==> config.mk <==
export PLATFORM = sky130hd
export DESIGN_NAME = mips_instr_encoder_flat
export DESIGN_NICKNAME = d
export VERILOG_FILES = /design/src/rtl/mips_instr_encoder_if.sv /design/src/rtl/mips_instr_encoder.sv /design/src/flat_wrapper.sv
export SDC_FILE = /design/constraint.sdc
export NUM_CORES = 1
export LEC_CHECK = 0
export BUFFER_PORTS_ARGS = -buffer_cell sky130_fd_sc_hd__buf_2
export CORE_MARGIN = 2
export CORE_UTILIZATION = 60
export CTS_CLUSTER_SIZE = 8
export DETAILED_ROUTE_END_ITERATION = 12
export GPL_ROUTABILITY_DRIVEN = 0
export MAX_ROUTING_LAYER = met4
export PLACE_DENSITY = 0.86
export REMOVE_ABC_BUFFERS = 1
export SYNTH_ARGS = -nofsm -noshare
export SYNTH_HDL_FRONTEND = slang
export SYNTH_SLANG_ARGS = --single-unit
==> constraint.sdc <==
create_clock -name clk -period 4.9 [get_ports clk]
set_input_delay 0 -clock clk [delete_from_list [all_inputs] [get_ports clk]]
set_output_delay 0 -clock clk [all_outputs]
set_load 0.005 [all_outputs]
==> src/rtl/mips_instr_encoder_if.sv <==
// -----------------------------------------------------------------------------
// mips_instr_encoder_if
// Bundles the two buses of the MIPS program loader:
//   - Field side: in_valid/in_ready/in_last handshake with the instruction
//     fields OpCode, Funct, rs, rt, rd, shamt, imm and target.
//   - Memory side: mem_we/mem_addr/mem_wdata write strobe with mem_busy stall.
// Modports:
//   master : the agent that supplies fields and models the instruction memory.
//   slave  : the encoder itself.
// -----------------------------------------------------------------------------
interface mips_instr_encoder_if #(
  parameter int unsigned ADDR_WIDTH = 32
);
  // Field-side handshake and payload
  logic                  in_valid;
  logic                  in_ready;
  logic                  in_last;
  logic [5:0]            OpCode;
  logic [5:0]            Funct;
  logic [4:0]            rs;
  logic [4:0]            rt;
  logic [4:0]            rd;
  logic [4:0]            shamt;
  logic [15:0]           imm;
  logic [25:0]           target;

  // Instruction-memory write port
  logic                  mem_we;
  logic [ADDR_WIDTH-1:0] mem_addr;
  logic [31:0]           mem_wdata;
  logic                  mem_busy;

  modport master (
    output in_valid, in_last, OpCode, Funct, rs, rt, rd, shamt, imm, target,
    output mem_busy,
    input  in_ready, mem_we, mem_addr, mem_wdata
  );

  modport slave (
    input  in_valid, in_last, OpCode, Funct, rs, rt, rd, shamt, imm, target,
    input  mem_busy,
    output in_ready, mem_we, mem_addr, mem_wdata
  );
endinterface

==> src/rtl/mips_instr_encoder.sv <==
// -----------------------------------------------------------------------------
// mips_instr_encoder
// Program loader in front of the instruction memory. Accepts instruction
// fields over a valid/ready handshake, assembles R/I/J-format MIPS words,
// buffers them in a small FIFO and writes them to consecutive word addresses
// starting at BASE_ADDR.
// Ports:
//   clk    : single clock, rising edge.
//   reset  : asynchronous, active-high; clears all state.
//   start  : one-cycle pulse that opens a load session (ignored while loading).
//   bus    : field handshake + instruction-memory write port (slave side).
//   done   : session finished (in_last word written); held until next start.
//   err    : sticky; an unsupported opcode was encoded as NOP this session.
// -----------------------------------------------------------------------------
module mips_instr_encoder #(
  parameter int unsigned          DEPTH      = 4,
  parameter int unsigned          ADDR_WIDTH = 32,
  parameter logic [ADDR_WIDTH-1:0] BASE_ADDR = '0
) (
  input  logic                       clk,
  input  logic                       reset,
  input  logic                       start,
  mips_instr_encoder_if.slave        bus,
  output logic                       done,
  output logic                       err
);

  localparam int unsigned PTR_W = (DEPTH > 1) ? $clog2(DEPTH) : 1;
  localparam int unsigned CNT_W = PTR_W + 1;

  typedef enum logic [1:0] {
    S_IDLE,
    S_LOAD,
    S_DONE
  } state_e;

  state_e                state_q;
  logic [PTR_W-1:0]      head_q;
  logic [PTR_W-1:0]      tail_q;
  logic [CNT_W-1:0]      count_q;
  logic [CNT_W-1:0]      count_d;
  logic [ADDR_WIDTH-1:0] addr_q;
  logic                  last_acc_q;
  logic                  done_q;
  logic                  err_q;

  // FIFO storage: encoded word plus the in_last marker of each entry.
  logic [31:0]           word_mem [DEPTH];
  logic                  last_mem [DEPTH];

  logic                  in_ready;
  logic                  push;
  logic                  pop;
  logic [31:0]           enc_word;
  logic                  enc_bad;

  // ---------------------------------------------------------------------------
  // Word assembly
  // ---------------------------------------------------------------------------
  always_comb begin
    // NOTE: defaults ahead of the case keep every path assigned, so no latch.
    enc_word = '0;
    enc_bad  = 1'b0;
    case (bus.OpCode) inside
      6'h00, 6'h1c:
        enc_word = {bus.OpCode, bus.rs, bus.rt, bus.rd, bus.shamt, bus.Funct};
      6'h02, 6'h03:
        enc_word = {bus.OpCode, bus.target};
      6'h01, [6'h04:6'h0d], 6'h0f, 6'h23, 6'h2b:
        enc_word = {bus.OpCode, bus.rs, bus.rt, bus.imm};
      default:
        enc_bad = 1'b1;  // unsupported: leave the NOP word, flag it
    endcase
  end

  // ---------------------------------------------------------------------------
  // Handshake, FIFO occupancy and memory write port
  // ---------------------------------------------------------------------------
  // Full blocks input even when a pop happens this cycle, so in_ready never
  // depends on mem_busy.
  assign in_ready = (state_q == S_LOAD) && (count_q < CNT_W'(DEPTH)) && !last_acc_q;
  assign push     = bus.in_valid && in_ready;
  assign pop      = (state_q == S_LOAD) && (count_q != '0) && !bus.mem_busy;

  always_comb begin
    count_d = count_q;
    if (push && !pop) count_d = count_q + CNT_W'(1);
    else if (pop && !push) count_d = count_q - CNT_W'(1);
  end

  assign bus.in_ready  = in_ready;
  assign bus.mem_we    = pop;
  assign bus.mem_addr  = addr_q;
  // Storage is not reset, so an empty FIFO presents zero rather than stale data.
  assign bus.mem_wdata = (count_q != '0) ? word_mem[head_q] : 32'h0;
  assign done          = done_q;
  assign err           = err_q;

  // NOTE: FIFO storage has no reset; occupancy is tracked by count_q and the
  // read side is gated, so resetting the array would only add reset fan-out.
  always_ff @(posedge clk) begin
    if (push) begin
      word_mem[tail_q] <= enc_word;
      last_mem[tail_q] <= bus.in_last;
    end
  end

  // ---------------------------------------------------------------------------
  // Session FSM with pointers, address counter and status flags
  // ---------------------------------------------------------------------------
  // NOTE: all sequential state uses non-blocking assignments so every register
  // samples the pre-edge values regardless of statement order.
  always_ff @(posedge clk or posedge reset) begin
    if (reset) begin
      state_q    <= S_IDLE;
      head_q     <= '0;
      tail_q     <= '0;
      count_q    <= '0;
      addr_q     <= BASE_ADDR;
      last_acc_q <= 1'b0;
      done_q     <= 1'b0;
      err_q      <= 1'b0;
    end else begin
      case (state_q)
        S_IDLE, S_DONE: begin
          if (start) begin
            state_q    <= S_LOAD;
            head_q     <= '0;
            tail_q     <= '0;
            count_q    <= '0;
            addr_q     <= BASE_ADDR;
            last_acc_q <= 1'b0;
            done_q     <= 1'b0;
            err_q      <= 1'b0;
          end
        end
        S_LOAD: begin
          if (push) begin
            tail_q <= tail_q + PTR_W'(1);
            if (bus.in_last) last_acc_q <= 1'b1;
            if (enc_bad)     err_q      <= 1'b1;
          end
          if (pop) begin
            head_q <= head_q + PTR_W'(1);
            addr_q <= addr_q + ADDR_WIDTH'(4);  // wraps modulo 2^ADDR_WIDTH
            if (last_mem[head_q]) begin
              state_q <= S_DONE;
              done_q  <= 1'b1;
            end
          end
          count_q <= count_d;
        end
        default: state_q <= S_IDLE;
      endcase
    end
  end

endmodule
==> src/flat_wrapper.sv <==
// flat-port wrapper written by rule: the top's interface ports become plain ports
module mips_instr_encoder_flat 
#(
  parameter int unsigned          DEPTH      = 4,
  parameter int unsigned          ADDR_WIDTH = 32,
  parameter logic [ADDR_WIDTH-1:0] BASE_ADDR = '0
)
  (clk, reset, start, done, err, bus_in_valid, bus_in_last, bus_OpCode, bus_Funct, bus_rs, bus_rt, bus_rd, bus_shamt, bus_imm, bus_target, bus_mem_busy, bus_in_ready, bus_mem_we, bus_mem_addr, bus_mem_wdata);
  mips_instr_encoder_if #(.ADDR_WIDTH(ADDR_WIDTH)) bus_i ();
  input  logic clk;
  input  logic reset;
  input  logic start;
  output logic done;
  output logic err;
  input wire logic [$bits(bus_i.in_valid)-1:0] bus_in_valid;
  input wire logic [$bits(bus_i.in_last)-1:0] bus_in_last;
  input wire logic [$bits(bus_i.OpCode)-1:0] bus_OpCode;
  input wire logic [$bits(bus_i.Funct)-1:0] bus_Funct;
  input wire logic [$bits(bus_i.rs)-1:0] bus_rs;
  input wire logic [$bits(bus_i.rt)-1:0] bus_rt;
  input wire logic [$bits(bus_i.rd)-1:0] bus_rd;
  input wire logic [$bits(bus_i.shamt)-1:0] bus_shamt;
  input wire logic [$bits(bus_i.imm)-1:0] bus_imm;
  input wire logic [$bits(bus_i.target)-1:0] bus_target;
  input wire logic [$bits(bus_i.mem_busy)-1:0] bus_mem_busy;
  output wire logic [$bits(bus_i.in_ready)-1:0] bus_in_ready;
  output wire logic [$bits(bus_i.mem_we)-1:0] bus_mem_we;
  output wire logic [$bits(bus_i.mem_addr)-1:0] bus_mem_addr;
  output wire logic [$bits(bus_i.mem_wdata)-1:0] bus_mem_wdata;
  assign bus_i.in_valid = bus_in_valid;
  assign bus_i.in_last = bus_in_last;
  assign bus_i.OpCode = bus_OpCode;
  assign bus_i.Funct = bus_Funct;
  assign bus_i.rs = bus_rs;
  assign bus_i.rt = bus_rt;
  assign bus_i.rd = bus_rd;
  assign bus_i.shamt = bus_shamt;
  assign bus_i.imm = bus_imm;
  assign bus_i.target = bus_target;
  assign bus_i.mem_busy = bus_mem_busy;
  assign bus_in_ready = bus_i.in_ready;
  assign bus_mem_we = bus_i.mem_we;
  assign bus_mem_addr = bus_i.mem_addr;
  assign bus_mem_wdata = bus_i.mem_wdata;
  mips_instr_encoder #(.DEPTH(DEPTH), .ADDR_WIDTH(ADDR_WIDTH), .BASE_ADDR(BASE_ADDR)) u_core (.clk(clk), .reset(reset), .start(start), .bus(bus_i), .done(done), .err(err));
endmodule
# [Word-level counts from Yosys, hierarchy flattened]
# Memory sizes are Yosys's and may differ from the RTL's.
# Cells that the tools add are included.
[op_classes] add_sub_neg=5 n_lt_le_gt_ge=3 eq_ne=16 mux=35 reduce_logical=27
[op_table] cell="$mux 32" n=6
[op_table] cell="$pmux 32 s2" n=1
[op_table] cell="$add 32x3->32 const B" n=1
[op_table] cell="$eq 6x2->1 const B" n=2
[op_table] cell="$eq 6x6->1 const B" n=2
[op_table] cell="$mux 1" n=12
[op_table] cell="$mux 2" n=6
[op_table] cell="$pmux 2 s2" n=3
[op_table] cell="$reduce_and 3->1" n=4
[op_table] cell="$reduce_and 4->1" n=3
[op_table] cell="$mux 3" n=3
[op_table] cell="$logic_and 1x1->1" n=8
[op_table] cell="$eq 6x1->1 const B" n=1
[op_table] cell="$eq 6x4->1 const B" n=1
[op_table] cell="$eq 6x5->1 const B" n=1
[op_table] cell="$ge 6x3->1 const B" n=1
[op_table] cell="$le 6x4->1 const B" n=1
[op_table] cell="$logic_not 6->1" n=1
[op_table] cell="$ne 2x1->1 const B" n=3
[op_table] cell="$ne 2x2->1 const B" n=3
[op_table] cell="$pmux 1 s2" n=3
[op_table] cell="$pmux 3 s2" n=1
[op_table] cell="$reduce_or 2->1" n=3
[op_table] cell="$reduce_or 5->1" n=1
[op_table] cell="other kinds (11)" n=15
[totals] regBits=44 mem_bits_rw=132 in_bits=80 output_inout_bits=68 elab_cells=96 mem_count=2
[mem_list] name="u_core.word_mem" words=4 word_bits=32 rd=1 rd_ports_with_merged_regs=0 wr=1 line="mips_instr_encoder.sv:48" rtl="logic [31:0] word_mem [DEPTH];"
[mem_list] name="u_core.last_mem" words=4 word_bits=1 rd=1 rd_ports_with_merged_regs=0 wr=1 line="mips_instr_encoder.sv:49" rtl="logic last_mem [DEPTH];"

# [Depth between registers and ports, before layout]
# Gate-level depths: netlist of the first run.
[logic_depth] word_depth=9 mapped_depth=9 depth_no_buf=9

# [Least setup slack after synthesis of the first run]
# Ideal clock, no wire load.
[synth_timing] path_type="reg2reg" start="register u_core.state_q[1]" end="memory u_core.last_mem[0] (enable)" t_arrival_ps=1865 t_required_ps=4507 setup_slack_ps=2642 stages_incl_launch_ff=4 n_path_buf=0 synth_period_minus_slack_ps=2258 cell_sequence="dfrtp_1 > nand2b_1 > nor3_1 > and3_1"
[synth_between] elab_chain_len=6
[synth_rtl] item="from (decl)" line="mips_instr_encoder.sv:37" rtl="state_e state_q;"
[synth_rtl] item="from (signal assigned)" line="mips_instr_encoder.sv:115" rtl="state_q <= S_IDLE;"
[synth_rtl] item="from (signal assigned)" line="mips_instr_encoder.sv:127" rtl="state_q <= S_LOAD;"
[synth_rtl] item="from (signal assigned)" line="mips_instr_encoder.sv:147" rtl="state_q <= S_DONE;"
[synth_rtl] item="$eq 2x1->1" line="mips_instr_encoder.sv:81" rtl="assign in_ready = (state_q == S_LOAD) && (count_q < CNT_W'(DEPTH)) && !last_acc_q;"
[synth_rtl] item="$logic_and 1x1->1 (2 in a row)" line="mips_instr_encoder.sv:81"
[synth_rtl] item="named net bus_in_ready" line="flat_wrapper.sv:26" rtl="output wire logic [$bits(bus_i.in_ready)-1:0] bus_in_ready;"
[synth_rtl] item="$logic_and 1x1->1" line="mips_instr_encoder.sv:82" rtl="assign push = bus.in_valid && in_ready;"
[synth_rtl] item="$mux 1" line="mips_instr_encoder.sv:102" rtl="if (push) begin"
[synth_rtl] item="$mux 1 (not written as such)" line="mips_instr_encoder.sv:104" rtl="last_mem[tail_q] <= bus.in_last;"
[synth_rtl] item="to (decl)" line="mips_instr_encoder.sv:49"
# The timed path passes the listed nets, and every way through them passes these cells.

# [Final worst setup path of the first run]
[layout_timing] start="register u_core.count_q[2]" end="register u_core.count_q[2]"
[layout_between] elab_chain_len=8 elab_cells_between_ends=18 cone_classes="2 x add/sub; 1 x order compare; 1 x eq/ne; 3 x mux; 11 x reduce/logical"
[layout_rtl] item="from (decl)" line="mips_instr_encoder.sv:40" rtl="logic [CNT_W-1:0] count_q;"
[layout_rtl] item="from (signal assigned)" line="mips_instr_encoder.sv:151" rtl="count_q <= count_d;"
[layout_rtl] item="$lt 3x3->1" line="mips_instr_encoder.sv:81"
[layout_rtl] item="$logic_and 1x1->1 (2 in a row)" line="mips_instr_encoder.sv:81"
[layout_rtl] item="$logic_and 1x1->1" line="mips_instr_encoder.sv:82"
[layout_rtl] item="$logic_not 1->1" line="mips_instr_encoder.sv:88" rtl="else if (pop && !push) count_d = count_q - CNT_W'(1);"
[layout_rtl] item="$logic_and 1x1->1" line="mips_instr_encoder.sv:88"
[layout_rtl] item="$ne 3x3->1 (no line)"
[layout_rtl] item="$reduce_and 3->1 (no line)"
# Several ways; a longest one is shown, not always the timed one. The select of a mux whose other input is x is not followed.
# A chain may end at the register's enable or synchronous reset.

==> results of run 1 <==
cell families after synthesis:
logic type,after synthesis
buffers and inverters,56
AND/OR/NAND/NOR,158
adder cells (fa/ha/maj),7
flip-flops,174
multiplexers,35
AO/OA/AOI/OAI,58
XOR/XNOR,23
other,1
critical path, cell delays in order, from the launching register on:
cell and delay [ns]:
dfrtp_1 0.44, nor3_4 0.69, buf_4 0.40, or3_1 0.28, ha_1 0.27, or2_2 0.35
o211ai_1 0.21, o31ai_1 0.10
power by group through the flow:
| stage | Sequential [uW] | Clock, uW | Combinational, uW |
|---|---|---|---|
| after floorplan | 1940 | 0 | 724 |
| after CTS | 1880 | 1480 | 1330 |
| after global routing | 1900 | 1550 | 1450 |
| after detailed placement | 1910 | 0 | 1280 |
| final | 1890 | 1490 | 1350 |
| after global placement | 1890 | 0 | 1230 |
per-layer routing:
metal | track usage | wire [um] | vias to the layer above
li1 | - | - | 2341
met2 | 0.521 | 10300 | 319
met1 | 0.375 | 7310 | 2738
met3 | 0.0649 | 1490 | 61
met4 | 0.154 | 701 | 0
met5 | - | 0 | -
Yosys cell counts, drive strengths merged, types with 10 or more instances:
library cell,n
mux4,33
edfxtp,132
nand3,18
a222oi,14
xor2,20
a22o,10
a21oi,10
clkbuf,19
nor2,33
nand2,18
nand4,13
o21ai,13
dfrtp,42
nor2b,35
inv,28
per-stage QoR:
stage                     hold WS, ns  instance area [um^2]  instances  setup WS, ns
after floorplan                0.0989                  7540        485          2.13
after global placement          0.148                  8540        808          2.21
after detailed placement        0.165                  8540        808          2.06
after CTS                     0.00192                  9700        891          2.03
after global routing           0.0205                  9700        891          1.85
final                       -0.000178                  9700        891          2.02
cell type report:
type	instances	area (um^2)	share of cell area
inverters	28	105	0.0108
repair buffers	202	1280	0.132
flip-flops and latches	174	5020	0.517
multi-input cells	283	2440	0.251
well taps	172	215	0.0222
clock inverters	15	221	0.0228
clock buffers	17	425	0.0439
flip-flops by register name (all words and copies together), names as in the netlist:
register	flops
u_core.word_mem	128
u_core.bus.mem_addr	30
u_core.last_mem	4
u_core.count_q	3
u_core.head_q	2
u_core.state_q	2
u_core.tail_q	2
u_core.done	1
u_core.err	1
u_core.last_acc_q	1
worst max path at each step:
stage | cells past startpoint | slack, ns | to
2_1_floorplan | 6 | 2.13 | u_core.count_q[2]
3_3_place_gp | 7 | 2.21 | u_core.count_q[2]
3_5_place_dp | 7 | 2.06 | u_core.count_q[2]
4_1_cts | 7 | 2.03 | u_core.count_q[2]
5_1_grt | 7 | 1.85 | u_core.count_q[2]
6_report | 7 | 2.02 | u_core.count_q[2]
what timing repair did:
item | 4_1_cts | 5_1_grt
hold endpoints to repair | 145 | 0
gates resized for setup | 0 | 0
hold buffers | 51 | 0
cell usage in the layout (no fill, tap or decap), types with 5 or more instances in the layout:
master	instances
dlygate4sd3_1	51
buf_4	6
inv_6	5
buf_2	145
mux4_2	33
a21oi_1	10
inv_1	27
or3_1	7
o21ai_0	13
xor2_1	20
edfxtp_1	132
dfrtp_1	41
a22o_1	10
nand4_1	12
nor2_1	33
ha_1	6
nor2b_1	34
clkbuf_16	17
and3_1	5
a222oi_1	14
nand3_1	17
nand2_1	18
==> impl_metrics.py, run 1 <==
metrics = {
    "placement": {
        "dpl.hpwl_um": 11100,
        "port_buffers": 145,
    },
    "drt": {
        "drc": 0,
        "drtIter0Drc": 665,
        "dr.pass1.iters": 6,
        "routed_wl_um": 19800,
        "via_per_inst": 6.13,
        "ant_nets": 0,
        "wl_per_cell_um": 22.3,
        "via_count": 5459,
    },
    "power_and_ir_drop": {
        "pwr-share-comb": 0.285,
        "leakagePower_uw": 0.00396,
        "cellInternalPower_uw": 3270,
        "p_per_area_nw_per_um2": 488,
        "p_seq_frac": 0.400,
        "p_sw_uw": 1460,
        "clkPwrFrac": 0.314,
        "switching_share": 0.309,
        "fin_total_pwr_uw": 4730,
        "vdd_drop_max_mv": 0.337,
    },
    "timing": {
        "slew_violations": 0,
        "tns_ns": 0,
        "whs_ns": -0.000178,
        "finalCriticalPeriod_ns": 2.88,
        "fin_crit_sh": 0.589,
        "worst_pin_slew_ns": 1.25,
        "max_clock_freq_ghz": 0.347,
        "hold_violations": 3,
        "rsz0062_at_grt": "false",
        "fin_skew_ns": 0.00995,
        "setup_violations": 0,
        "slew_headroom": 0.162,
    },
    "yosys": {
        "synthMuxAreaShare": 0.0997,
        "yosys.area_share.xor_xnor": 0.0263,
        "syn_avg_cell_area_um2": 15.0,
        "synth_cell_types": 46,
        "synth_edf_count": 132,
        "syn_inst": 512,
        "synthSimpleGateAreaFrac": 0.115,
        "ys.flop_type": "edfxtp_1",
        "yosysSeqAreaShare": 0.655,
        "ys_top_cells_by_area": "edfxtp_1 (52%), dfrtp_1 (14%), mux4_2 (9.7%)",
        "synth_top_family_by_area": "simple AND/OR/NAND/NOR gates",
        "yosys.area.top_type_share": 0.518,
        "synth_area_leader_cell": "edfxtp_1",
        "synthAdderAreaFrac": 0.0124,
        "synth_compound_area_frac": 0.0609,
        "synthArstFlopShare": 0.241,
        "ys_seq_elements": 174,
        "syn_area_um2": 7660,
        "ys_warn_count": 0,
    },
    "final_layout": {
        "synthToLayoutAreaGrowth_pct": 26.7,
        "nNetsFinal": 793,
        "drive_gt1_frac": 0.324,
        "diodes": 0,
        "finish.utilization": 0.775,
        "fillers": 709,
    },
    "clock_network": {
        "clock_sinks": 174,
        "cts_setup_buffers": 0,
        "cts_tree": "done",
        "clk_pin_slew_worst_paths_ns": 0.07,
        "cts_made_buffers": 17,
        "cts_root_buf": "clkbuf_16",
        "insertion_delay_ns": 0.43,
        "clockBufferDepth": 2,
        "htreeDepth": 4,
    },
    "setup_path": {
        "critPathKind": "reg2reg",
        "r2r_end": "u_core.count_q[2]",
        "reg2reg_slack_ns": 2.02,
        "critical_path_arrival_ns": 3.19,
        "timing.rr.start": "u_core.count_q[2]",
        "cp_max_fo": 19,
        "crit_start": "u_core.count_q[2]",
        "rr_worst_depth": 7,
        "startpoint_type": "flop",
        "critPathCaptureType": "flop",
        "cp_data_required_time_ns": 5.21,
    },
    "worst_hold_path": {
        "hp-class": "in2reg",
        "min_to": "u_core.word_mem[3][3]",
        "worstHoldStart": "bus_Funct[3]",
        "min_path_cells": 3,
    },
    "grt": {
        "grt_max_degree": 43,
        "grt_overflow": 0,
        "antenna_found_initial": 0,
        "grt_pass1_vias": 5591,
        "grt_pass1_wl_um": 30300,
        "grt_use_total": 0.316,
    },
    "floorplanning": {
        "num_rows": 41,
        "initial_core_util": 0.612,
        "io-pin-count": 148,
        "die_area_um2": 13700,
        "die_w_um": 117,
        "die-height_um": 117,
        "core_um2": 12500,
    },
    "outcome": {
        "violations": "negative hold slack",
        "status": "finished, violations left",
    },
    "flow_run": {
        "drv_cap": 0,
    },
}
(Power assumes the default switching activity.)
==> run 2: changes to the inputs <==
--- a/config.mk
+++ b/config.mk
@@ -5,14 +5,15 @@
 export SDC_FILE = /design/constraint.sdc
 export NUM_CORES = 1
 export LEC_CHECK = 0
+export ABC_AREA = 1
 export BUFFER_PORTS_ARGS = -buffer_cell sky130_fd_sc_hd__buf_2
 export CORE_MARGIN = 2
-export CORE_UTILIZATION = 60
+export CORE_UTILIZATION = 56
 export CTS_CLUSTER_SIZE = 8
 export DETAILED_ROUTE_END_ITERATION = 12
 export GPL_ROUTABILITY_DRIVEN = 0
 export MAX_ROUTING_LAYER = met4
-export PLACE_DENSITY = 0.86
+export PLACE_DENSITY = 0.8
 export REMOVE_ABC_BUFFERS = 1
 export SYNTH_ARGS = -nofsm -noshare
 export SYNTH_HDL_FRONTEND = slang
==> constraint.sdc (replaced) <==
create_clock -name clk -period 2.8 [get_ports clk]
set_input_delay 0 -clock clk [delete_from_list [all_inputs] [get_ports clk]]
set_output_delay 0 -clock clk [all_outputs]
set_load 0.005 [all_outputs]
==> impl_metrics.py, run 2 <==
metrics = {
    "grt": {
        "antenna_found_initial": 0,
        "grt_max_degree": 69,
        "grt_use_total": 0.279,
        "grt_overflow": 0,
        "grt_pass1_wl_um": 33900,
        "grt_pass1_vias": 6878,
    },
    "power_and_ir_drop": {
        "p_per_area_nw_per_um2": 845,
        "leakagePower_uw": 0.00444,
        "vdd_drop_max_mv": 0.702,
    },
    "flow_run": {
        "drv_cap": 0,
    },
    "yosys": {
        "syn_area_um2": 8320,
        "ys_seq_elements": 174,
        "yosysSeqAreaShare": 0.603,
        "syn_inst": 915,
        "ys.flop_type": "edfxtp_1",
        "synthArstFlopShare": 0.241,
        "synth_cell_types": 40,
        "syn_avg_cell_area_um2": 9.09,
        "synth_most_common_cell": "nor2_1",
        "synth_top_cells_by_count": "nor2_1 (213), nand2_1 (202), edfxtp_1 (132)",
        "synth_area_leader_cell": "edfxtp_1",
        "ys_top_cells_by_area": "edfxtp_1 (48%), dfrtp_1 (13%), nor2_1 (9.6%)",
        "yosys.area.top_type_share": 0.476,
        "synth_edf_count": 132,
        "ys_warn_count": 0,
    },
    "drt": {
        "ant_nets": 0,
        "via_count": 7118,
        "wl_per_cell_um": 16.2,
        "drtIter0Drc": 706,
        "via_per_inst": 5.45,
        "dr.pass1.iters": 6,
        "routed_wl_um": 21200,
        "drc": 0,
    },
    "final_layout": {
        "synthToLayoutAreaGrowth_pct": 24.4,
        "layout_common_cells": "nor2_1 (209), nand2_1 (202), buf_2 (145)",
        "drive_gt1_frac": 0.185,
        "regMostFlops": "u_core.word_mem",
        "diodes": 0,
        "layout_commonest_cell": "nor2_1",
        "nNetsFinal": 1197,
        "largest_reg_flops": 128,
        "finish.utilization": 0.712,
    },
    "setup_path": {
        "path_cells": "dlygate4sd3_1 > buf_2 > nand2_1 > inv_1 > nand4_1 > nand4_4 > o21ai_0 > nand2_1 > dlygate4sd3_1",
        "critPathKind": "in2reg",
        "critPathCaptureType": "flop",
        "startpoint_type": "input port",
        "cp_slowest_cell": "dlygate4sd3_1",
        "reg2reg_slack_ns": 0.56,
        "cp_max_fo": 28,
        "cp_data_required_time_ns": 2.96,
        "crit_path_max_incr_delay_ns": 0.61,
        "critical_path_arrival_ns": 2.50,
    },
    "floorplanning": {
        "core_um2": 14500,
        "io-pin-count": 148,
        "die_w_um": 126,
        "die-height_um": 126,
        "num_rows": 44,
        "initial_core_util": 0.573,
        "die_area_um2": 15900,
    },
    "timing": {
        "setup_violations": 0,
        "worst_pin_slew_ns": 0.717,
        "max_clock_freq_ghz": 0.429,
        "fin_skew_ns": 0.00908,
        "slew_violations": 0,
        "slew_headroom": 0.522,
        "rsz0062_at_grt": "false",
        "tns_ns": 0,
        "fin_crit_sh": 0.833,
        "hold_violations": 0,
        "finalCriticalPeriod_ns": 2.33,
    },
    "clock_network": {
        "clk_pin_slew_worst_paths_ns": 0.07,
        "clockBufferDepth": 2,
        "insertion_delay_ns": 0.43,
        "cts_tree": "done",
        "cts_setup_buffers": 0,
        "cts_made_buffers": 17,
        "cts_root_buf": "clkbuf_16",
        "clock_sinks": 174,
        "htreeDepth": 4,
    },
    "outcome": {
        "status": "completed",
    },
    "placement": {
        "dpl.hpwl_um": 13000,
        "port_buffers": 145,
    },
    "worst_hold_path": {
        "hp-class": "in2reg",
    },
}
## run 2: where the power goes
group | switching [uW] | internal, uW
Combinational | 1980 | 1040
Sequential | 164 | 3150
Clock | 1000 | 1420
## run 2: cells by family after synthesis
| group | after synthesis | synth area share |
|---|---|---|
| AND/OR/NAND/NOR | 477 | 0.232 |
| flip-flops | 174 | 0.603 |
| AO/OA/AOI/OAI | 147 | 0.0926 |
| buffers and inverters | 106 | 0.0576 |
| adder cells (fa/ha/maj) | 7 | 0.0114 |
| XOR/XNOR | 3 | 0.00316 |
| other | 1 | 0.000451 |
## run 2: final cells by class
type	instances	area [um^2]
clock inverters	15	181
well taps	184	230
inverters	66	248
multi-input cells	636	2860
fillers	1057	4180
clock buffers	17	425
flip-flops and latches	174	5020
repair buffers	215	1390
## run 2: metrics by stage
| stage | hold slack [ns] | setup slack, ns | total power, uW | instance area, um^2 | cells |
|---|---|---|---|---|---|
| after CTS | 0.000786 | 0.555 | 8750 | 10400 | 1307 |
| after detailed placement | 0.134 | 0.549 | 6270 | 9190 | 1220 |
| after global routing | 0.00400 | 0.321 | 9260 | 10400 | 1307 |
| final | 0.0219 | 0.468 | 8750 | 10400 | 1307 |
| after floorplan | 0.0863 | 0.0400 | 5020 | 8090 | 876 |
| after global placement | 0.127 | 0.656 | 6170 | 9190 | 1220 |
## run 2: final timing paths
kind	from	end	cells after the start
min reg2reg	u_core.done	u_core.done	2
min	bus_rs[0]	u_core.word_mem[2][21]	3
max in group asynchronous	reset	u_core.head_q[0]	4
max reg2reg	u_core.state_q[0]	u_core.count_q[2]	10
max	bus_OpCode[0]	u_core.word_mem[0][23]	9
min in group asynchronous	reset	u_core.bus.mem_addr[13]	3
## run 2: critical path: cells and delay by family
family	cells	cell delay (ns)
and+or+nand+nor	4	0.72
buffers and inverters	4	1.32
AOI/OAI and AO/OA	1	0.43
## run 2: layer usage
metal  vias up  global-route usage  wire, um
met5         -                   -         0
met4         0              0.0802       416
met3        46              0.0561      1380
met2       295               0.460     10500
met1      3355               0.355      8860
li1       3422                   -         -
## run 2: timing repair
action	CTS	global route
hold buffers	55	0
hold endpoints to repair	127	0
gates resized for setup	0	0
